$ cat config.mk
export PLATFORM = sky130hd
export DESIGN_NAME = scan_decoder
export DESIGN_NICKNAME = d
export VERILOG_FILES = /design/src/rtl/scan_dec_pkg.sv /design/src/rtl/dec_onehot.sv /design/src/rtl/scan_decoder.sv
export SDC_FILE = /design/constraint.sdc
export NUM_CORES = 1
export LEC_CHECK = 0
export CAP_MARGIN = 15
export CORE_MARGIN = 4
export CORE_UTILIZATION = 49
export CTS_BUF_LIST = sky130_fd_sc_hd__clkbuf_16
export CTS_CLUSTER_DIAMETER = 40
export DETAILED_ROUTE_END_ITERATION = 8
export PLACE_DENSITY = 0.86
export SLEW_MARGIN = 5
export SYNTH_ARGS = -nofsm -noshare
export SYNTH_HDL_FRONTEND = slang
export SYNTH_SLANG_ARGS = --single-unit
$ cat constraint.sdc
create_clock -name clk -period 2.2 [get_ports clk]
set_input_delay 0.44 -clock clk [delete_from_list [all_inputs] [get_ports clk]]
set_output_delay 0.44 -clock clk [all_outputs]
set_load 0.01 [all_outputs]
$ cat src/rtl/scan_dec_pkg.sv
// scan_dec_pkg: FSM state encoding and output polarity constants shared by the scan decoder.
package scan_dec_pkg;
   typedef enum logic [1:0] {IDLE, DIRECT, SCAN} state_t;
   localparam logic POL_HIGH = 1'b1;
   localparam logic POL_LOW  = 1'b0;
endpackage

$ cat src/rtl/dec_onehot.sv
// dec_onehot: combinational index to one-hot (ACT_HIGH=1) or one-cold (ACT_HIGH=0) decoder.
module dec_onehot
   import scan_dec_pkg::*;
#(
   parameter int SEL_W    = 2,
   parameter bit ACT_HIGH = POL_HIGH
) (
   input  logic [SEL_W-1:0]      i_idx,
   output logic [2**SEL_W-1:0]   o_dout
);
   localparam int NOUT = 2**SEL_W;
   logic [NOUT-1:0] w_hot;
   assign w_hot  = NOUT'(1) << i_idx;
   assign o_dout = (ACT_HIGH == POL_HIGH) ? w_hot : ~w_hot;
endmodule

$ cat src/rtl/scan_decoder.sv
// scan_decoder: registered direct-select / auto-scan output decoder with enable freeze.
// Optional sticky err output (sel_valid seen while scanning) under SCAN_DECODER_ERR_EN.
module scan_decoder
   import scan_dec_pkg::*;
#(
   parameter int SEL_W    = 2,
   parameter bit ACT_HIGH = POL_HIGH,
   parameter int DWELL_W  = 4
) (
   input  logic                 clk,
   input  logic                 rst_n,
   input  logic                 en,
   input  logic                 mode,
   input  logic                 sel_valid,
   input  logic [SEL_W-1:0]     sel,
   output logic                 sel_ready,
   input  logic [DWELL_W-1:0]   dwell,
   output logic [2**SEL_W-1:0]  dout,
   output logic [SEL_W-1:0]     cur_idx,
   output logic                 wrap
`ifdef SCAN_DECODER_ERR_EN
   ,
   output logic                 err
`endif
);
   localparam int NOUT = 2**SEL_W;
   localparam logic [NOUT-1:0] INACT = (ACT_HIGH == POL_HIGH) ? '0 : '1;

   state_t               r_state;
   logic [SEL_W-1:0]     r_idx;
   logic [DWELL_W-1:0]   r_cnt;
   logic [DWELL_W-1:0]   r_dwell;
   logic [NOUT-1:0]      r_dout;
   logic                 r_on;
   logic                 r_wrap;
   logic                 w_xfer;
   logic                 w_take;
   logic                 w_entry;
   logic                 w_adv;
   logic [SEL_W-1:0]     w_nidx;
   logic [NOUT-1:0]      w_dec;

   assign sel_ready = rst_n & en & (r_state != SCAN);
   assign w_xfer    = sel_valid & sel_ready;
   // scan entry wins over a transfer offered on the same edge
   assign w_take    = w_xfer & ~mode;
   assign w_entry   = en & mode & (r_state != SCAN);
   assign w_adv     = en & mode & (r_state == SCAN) & (r_cnt == r_dwell);
   assign w_nidx    = w_entry ? '0 : w_adv ? r_idx + 1'b1 : w_take ? sel : r_idx;

   dec_onehot #(.SEL_W(SEL_W), .ACT_HIGH(ACT_HIGH)) u_dec (
      .i_idx  (w_nidx),
      .o_dout (w_dec)
   );

   // r_dout keeps the logical selection across an en=0 pause; r_on blanks it
   always_ff @(posedge clk or negedge rst_n) begin
      if (!rst_n) begin
         r_state <= IDLE;
         r_idx   <= '0;
         r_cnt   <= '0;
         r_dwell <= '0;
         r_dout  <= INACT;
         r_on    <= 1'b0;
         r_wrap  <= 1'b0;
      end else begin
         r_on   <= en;
         r_wrap <= w_adv & (&r_idx);
         if (en) begin
            r_state <= mode ? SCAN : DIRECT;
            r_idx   <= w_nidx;
            if (w_entry | w_adv) begin
               r_cnt   <= '0;
               r_dwell <= dwell;
            end else if (mode) begin
               r_cnt <= r_cnt + 1'b1;
            end
            if (w_entry | w_adv | w_take) r_dout <= w_dec;
         end
      end
   end

   assign dout    = r_on ? r_dout : INACT;
   assign cur_idx = r_idx;
   assign wrap    = r_wrap & en;

`ifdef SCAN_DECODER_ERR_EN
   logic r_err;
   always_ff @(posedge clk or negedge rst_n) begin
      if (!rst_n) r_err <= 1'b0;
      else if (en & sel_valid & (r_state == SCAN)) r_err <= 1'b1;
   end
   assign err = r_err;
`endif
endmodule

==> reports/results.ini, run 1 <==
[layout]
design_area_um2 = 1241
synthToLayoutAreaGrowth_pct = 34.78
fillers = 131
drive_above_1_share_pct = 16.04
antennaDiodeCount = 0
finalNetCount = 120

[global_route]
grt_pass1_wl_mm = 3.594
grt_max_degree = 19
grt-ovfl-total = 0
grt_pass1_vias = 718
antenna_found_initial = 0
track_usage_pct = 18.47

[worst_hold_path]
hp-class = flip-flop to flip-flop
hp-start = r_dout[2]$_DFFE_PN0P_

[timing]
relSlewSlack_pct = 77.07
timing.final.crit_period_ns = 2.106
grt_setup_unrepaired = no
fmax_mhz = 474.9
setup_viol = 0
hold_viol = 0
skew_ns = 0.001457
maxSlewViolCount = 0
setup_tns_ns = 0
fin_crit_sh_pct = 95.71
worstMarginPinSlew_ns = 0.3404
hold_ws_ns = 0.4891

[place]
hpwl_mm = 1.434
io_buffers = 18
gp_congestion = 0.7940
place_area_um2 = 1162

[clock_tree]
numCtsBuffers = 3
post-cts-setup-buffer-count = 0
cts_sinks = 18
clockRootBuffer = clkbuf_16
cts_tree = yes
ctsResizeCount = 0
cts_hold_buf = 0
htreeDepth = 1
clkTransAtPathRegs_ns = 0.05
clock_latency_ns = 0.25
cts.path.max_buffers = 2

[detailed_routing]
firstDrtPassIters = 4
drt_iter0_markers = 26
wl_per_cell_um = 15.89
vias = 711
post-route-drc-count = 0
finalWirelength_mm = 2.081
vias_per_cell = 5.427
drt.antenna.violating_nets = 0

[power_and_ir_drop]
power_leakage_nw = 0.5519
power_mw = 0.9248
power_density_nw_per_um2 = 745.1
ir_worst_vdd_v = 0.0004529

[worst_setup_path]
crit_top_cell = clkdlybuf4s50_1
max_stage_delay_ns = 0.54
arrival_ns = 1.67
worst-path-max-fanout = 4
start_kind = primary input
critPathCaptureType = output port
crit_start = en
required_ns = 1.76
crit_type = primary input to output port
worstReg2RegStart = r_cnt[0]$_DFFE_PN0P_
path_cells = clkdlybuf4s50_1 -> nand2_1 -> nor2b_1 -> clkdlybuf4s50_1
slowest_stage = clkdlybuf4s50_1

[floorplanning]
rows = 15
fp.dieH_um = 51.35
coreArea_um2 = 1745
floorplan.initialDensity_pct = 52.76
die_w_um = 51.35
dieArea_um2 = 2637
ios = 19

[yosys]
syn_nets = 93
synth-seq-cells = 18
synth_cells = 80
yosys-top-cells-area = dfrtp_1 49%, mux2_4 6.5%, and2_1 4.8%
synth_largest_area_cell = dfrtp_1
synth-edff-count = 0
ys_warn_count = 0
yosysUniqueCellTypes = 30
synth_top_area_share_pct = 48.91
synth_most_common_cell = dfrtp_1
syn_area_per_cell_um2 = 11.51
synth-async-reset-ratio_pct = 100.0
yosysSeqAreaShare_pct = 48.91
synthTopCellsByCount = 18 x dfrtp_1, 7 x and2_1, 5 x nand2_1, 5 x o21ai_0
synthFlopType = dfrtp_1
syn_area_um2 = 920.9

[flow_run]
maxCapViolCount = 0

[status]
outcome = finished clean

==> cells in the final DEF (no fill, tap or decap), drive strengths merged <==
| cell | count |
|---|---|
| a22o | 1 |
| nand3 | 1 |
| mux2 | 4 |
| nand4 | 1 |
| nor4 | 1 |
| a41o | 1 |
| a32o | 1 |
| inv | 3 |
| a2bb2oi | 1 |
| and2 | 8 |
| clkbuf | 3 |
| clkdlybuf4s50 | 18 |
| nor2b | 2 |
| a32oi | 1 |
| clkinv | 1 |
| o2bb2ai | 4 |
| nor3 | 3 |
| xnor2 | 4 |
| a21o | 3 |
| nand2b | 1 |
| mux2i | 1 |
| nor2 | 5 |
| buf | 6 |
| nand2 | 5 |
| dfrtp | 18 |
| a21oi | 1 |
| ha | 2 |
| and4bb | 1 |
| o21ai | 5 |
==> per-layer routing <==
metal	wire (um)	global-route usage, %	part of all wire (%)	vias up
li1	-	-	-	337
met1	916	23.71	44	346
met2	1010	29.18	49	22
met3	113	4.082	5.4	6
met4	40	9.170	1.9	0
met5	0	0	0	-
==> cell families after synthesis <==
family                     Yosys count  share of synthesized area (%)
and+or+nand+nor                     28                          17.53
buffers and inverters                5                          2.853
xor gates and xnor gates             4                          3.804
AOI/OAI and AO/OA                   18                          16.58
DFF                                 18                          48.91
adders and majority gates            2                          2.717
muxes                                5                          7.609
==> through the flow <==
step           std cells  setup WS [ns]  utilization, %
3_3_place_gp         127         0.1004           66.60
2_1_floorplan         80         0.6272               -
3_5_place_dp         127        0.08793           66.60
5_1_grt              131        0.01219           71.11
4_1_cts              131        0.08503           71.11
6_report             131        0.09436           71.11
==> registers in the layout, summed over array words and instances (netlist names) <==
| name | count |
|---|---|
| r_cnt | 4 |
| r_dout | 4 |
| r_dwell | 4 |
| cur_idx | 2 |
| r_state | 2 |
| r_on | 1 |
| r_wrap | 1 |
==> worst max-delay path: cells and delay by family <==
kind / cells / cell delay, ns
AND/OR/NAND/NOR: 2 / 0.18
buffers and inverters: 2 / 1.05
==> worst paths after layout <==
path	to	slack [ns]	cells after the start
worst max register to register	r_dwell[3]$_DFFE_PN0P_	0.50	4
worst min register to register	r_dout[2]$_DFFE_PN0P_	0.49	1
worst min-delay path	r_dout[2]$_DFFE_PN0P_	0.49	1
max in group asynchronous	r_on$_DFF_PN0_	1.43	2
worst max-delay path	sel_ready	0.09	4
min in group asynchronous	r_dwell[2]$_DFFE_PN0P_	0.57	2
==> power by group <==
group	internal, mW	leakage (nW)	total, mW	switching (mW)
Sequential	0.365	0.232	0.395	0.0297
Combinational	0.0955	0.282	0.168	0.0720
Clock	0.242	0.0385	0.363	0.121
Total	0.702	0.552	0.925	0.223
==> final cells by class <==
type	instances	area (um2)	area share (%)
Sequential cell	18	450.4	36.29
Multi-Input combinational cell	57	444.2	35.79
Timing Repair Buffer	24	225.2	18.15
Clock buffer	3	75.07	6.048
Tap cell	25	31.28	2.520
Inverter	3	11.26	0.9073
Clock inverter	1	3.754	0.3024
Note: power is estimated with default switching activity, not from simulation.
==> run 2: changes to the inputs <==
--- a/config.mk
+++ b/config.mk
@@ -5,9 +5,10 @@
 export SDC_FILE = /design/constraint.sdc
 export NUM_CORES = 1
 export LEC_CHECK = 0
+export ABC_AREA = 1
 export CAP_MARGIN = 15
 export CORE_MARGIN = 4
-export CORE_UTILIZATION = 49
+export CORE_UTILIZATION = 50
 export CTS_BUF_LIST = sky130_fd_sc_hd__clkbuf_16
 export CTS_CLUSTER_DIAMETER = 40
 export DETAILED_ROUTE_END_ITERATION = 8
@@ -16,3 +17,4 @@
 export SYNTH_ARGS = -nofsm -noshare
 export SYNTH_HDL_FRONTEND = slang
 export SYNTH_SLANG_ARGS = --single-unit
+export TNS_END_PERCENT = 1
==> run 2 against run 1 <==
  * Synthesized cell count is 56% higher
  * Critical path depth is 1 higher
  * Core utilization is 0.69 points higher
  * Wire length is 6.8% higher
  * Sequential power is 8.9% higher
  * Via count is 21% higher
  * Register-to-register slack better by 0.19 ns
  * Clock power is 1% lower
  * Area after synthesis is 6.8% higher
==> reports/results.ini, run 2 <==
[status]
outcome = finished clean

[yosys]
synth_cells = 125
synthTopCellsByCount = 31 x nand2_1, 23 x inv_1, 18 x dfrtp_1
yosysSeqAreaShare_pct = 45.80
synth_top_area_share_pct = 45.80
yosysUniqueCellTypes = 23
ys_warn_count = 0
synth-async-reset-ratio_pct = 100.0
synth_largest_area_cell = dfrtp_1
syn_area_um2 = 983.4
syn_nets = 138
synth_most_common_cell = nand2_1
synth-seq-cells = 18
synthFlopType = dfrtp_1
yosys-top-cells-area = dfrtp_1 46%, nand2_1 12%, inv_1 8.8%
syn_area_per_cell_um2 = 7.868
synth-edff-count = 0

[global_route]
grt-ovfl-total = 0
antenna_found_initial = 0
grt_pass1_vias = 842
grt_max_degree = 19
track_usage_pct = 18.50
grt_pass1_wl_mm = 3.705

[detailed_routing]
drt.antenna.violating_nets = 0
firstDrtPassIters = 4
vias_per_cell = 4.925
post-route-drc-count = 0
finalWirelength_mm = 2.223
vias = 857
drt_iter0_markers = 34
wl_per_cell_um = 12.78

[layout]
antennaDiodeCount = 0
design_area_um2 = 1294
reg.largest.list = r_cnt (4), r_dout (4), r_dwell (4)
final_core_util_pct = 71.81
layout_commonest_cell = nand2_1
drive_above_1_share_pct = 12.75
synthToLayoutAreaGrowth_pct = 31.55
layout_common_cells = 31 x nand2_1, 23 x inv_1, 18 x dfrtp_1
finalNetCount = 163

[worst_hold_path]
hp-class = flip-flop to flip-flop

[power_and_ir_drop]
combinationalPowerShare_pct = 26.5
switching_share_pct = 29.92
p_clk_share_pct = 33.5
power.internal_mw = 0.7525
p_sw_mw = 0.3213
power_leakage_nw = 0.6931
ir_worst_vdd_v = 0.0004944
p_seq_share_pct = 40.1
power_density_nw_per_um2 = 830.0

[place]
hpwl_mm = 1.592
io_buffers = 18
place_ws_ns = -0.001695
gp_congestion = 0.7778
place_area_um2 = 1210

[worst_setup_path]
arrival_ns = 1.68
critPathCaptureType = output port
start_kind = primary input
required_ns = 1.76
worst-path-max-fanout = 5
crit_type = primary input to output port

[timing]
skew_ns = 0.001441
setup_viol = 0
grt_setup_unrepaired = no
maxSlewViolCount = 0
setup_ws_ns = 0.07928
hold_viol = 0
fin_crit_sh_pct = 96.40
fmax_mhz = 471.5
timing.final.crit_period_ns = 2.121
relSlewSlack_pct = 78.70
worstMarginPinSlew_ns = 0.3172

[floorplanning]
dieArea_um2 = 2741
ios = 19
fp.dieH_um = 52.35
rows = 15
coreArea_um2 = 1802
floorplan.initialDensity_pct = 54.58
die_w_um = 52.35

[clock_tree]
cts.path.max_buffers = 2
numCtsBuffers = 3
clockRootBuffer = clkbuf_16
htreeDepth = 1
cts_tree = yes
cts_sinks = 18
cts_hold_buf = 0
clock_latency_ns = 0.24
clkTransAtPathRegs_ns = 0.05

[flow_run]
maxCapViolCount = 0

## run 2: cell count changes in the layout (fill, tap and decap cells not counted), moves of 3 or more
cell | previous run | this run
xnor2_1 | 4 | 1
nand3_1 | 1 | 12
nor2_1 | 4 | 11
inv_1 | 3 | 23
nand2_1 | 5 | 31
a21o_1 | 3 | 0
o2bb2ai_1 | 3 | 0
mux2_4 | 4 | 0
nor3_1 | 3 | 0
nand2_2 | 0 | 3
and2_1 | 7 | 0
buf_4 | 6 | 2
## run 2: area by class of cell
type	count	area [um2]
timing repair buffer	20	197.7
sequential	18	450.4
clock buffer	3	75.07
fill	147	508.0
tap	25	31.28
clock inverter	1	3.754
inverter	27	102.6
multi-input combinational	80	432.9
## run 2: kinds of logic (layout without fill, tap and decap cells)
kind of cell,Yosys count,in the layout,synth area share (%)
DFF,18,18,45.80
xor gates and xnor gates,3,3,2.672
AOI/OAI and AO/OA,8,8,4.707
buffers and inverters,27,51,10.43
and+or+nand+nor,67,67,33.84
adders and majority gates,2,2,2.544
## run 2: worst paths after layout
check	slack (ns)	startpoint	endpoint	cells after the start
setup / recovery	0.08	en	wrap	5
hold / removal	0.49	r_dout[2]$_DFFE_PN0P_	r_dout[2]$_DFFE_PN0P_	2
setup reg to reg	0.69	r_cnt[1]$_DFFE_PN0P_	r_dout[0]$_DFFE_PN0P_	10
hold reg to reg	0.49	r_dout[2]$_DFFE_PN0P_	r_dout[2]$_DFFE_PN0P_	2
max in group asynchronous	1.41	rst_n	r_dwell[3]$_DFFE_PN0P_	2
min in group asynchronous	0.59	rst_n	r_dwell[1]$_DFFE_PN0P_	2
## run 2: per-layer routing
layer / share of wire, % / vias to the layer above / global-route usage [%]
met5: 0 / - / 0
met4: 0.27 / 0 / 3.830
met3: 4.8 / 2 / 4.558
met2: 50 / 29 / 30.79
met1: 45 / 398 / 24.23
li1: - / 428 / -
## run 2: power by group through the flow
stage	logic (mW)	clock network (mW)	registers [mW]
3_5_place_dp	0.275	0	0.435
3_3_place_gp	0.265	0	0.431
5_1_grt	0.317	0.380	0.437
4_1_cts	0.285	0.363	0.429
6_report	0.284	0.359	0.430
2_1_floorplan	0.176	0	0.428
## run 2: critical path, stage by stage
cell             delay (ns)
clkdlybuf4s50_1        0.49
buf_4                  0.14
nand2_1                0.05
inv_1                  0.04
clkdlybuf4s50_1        0.52
## run 2: per-stage QoR
stage                     hold WS, ns   TNS [ns]  cells  power [mW]
after global placement         0.4672          0    170      0.6958
after detailed placement       0.4846  -0.001695    170      0.7102
final                          0.4938          0    174       1.074
after floorplan                0.1444          0    125      0.6035
after global routing           0.5183          0    174       1.134
after CTS                      0.4985          0    174       1.077
## run 2: what timing repair did
action / in CTS / in global routing
gates resized for setup: 0 / 2
endpoints found under the setup margin: 0 / 1
setup buffers: 0 / 0
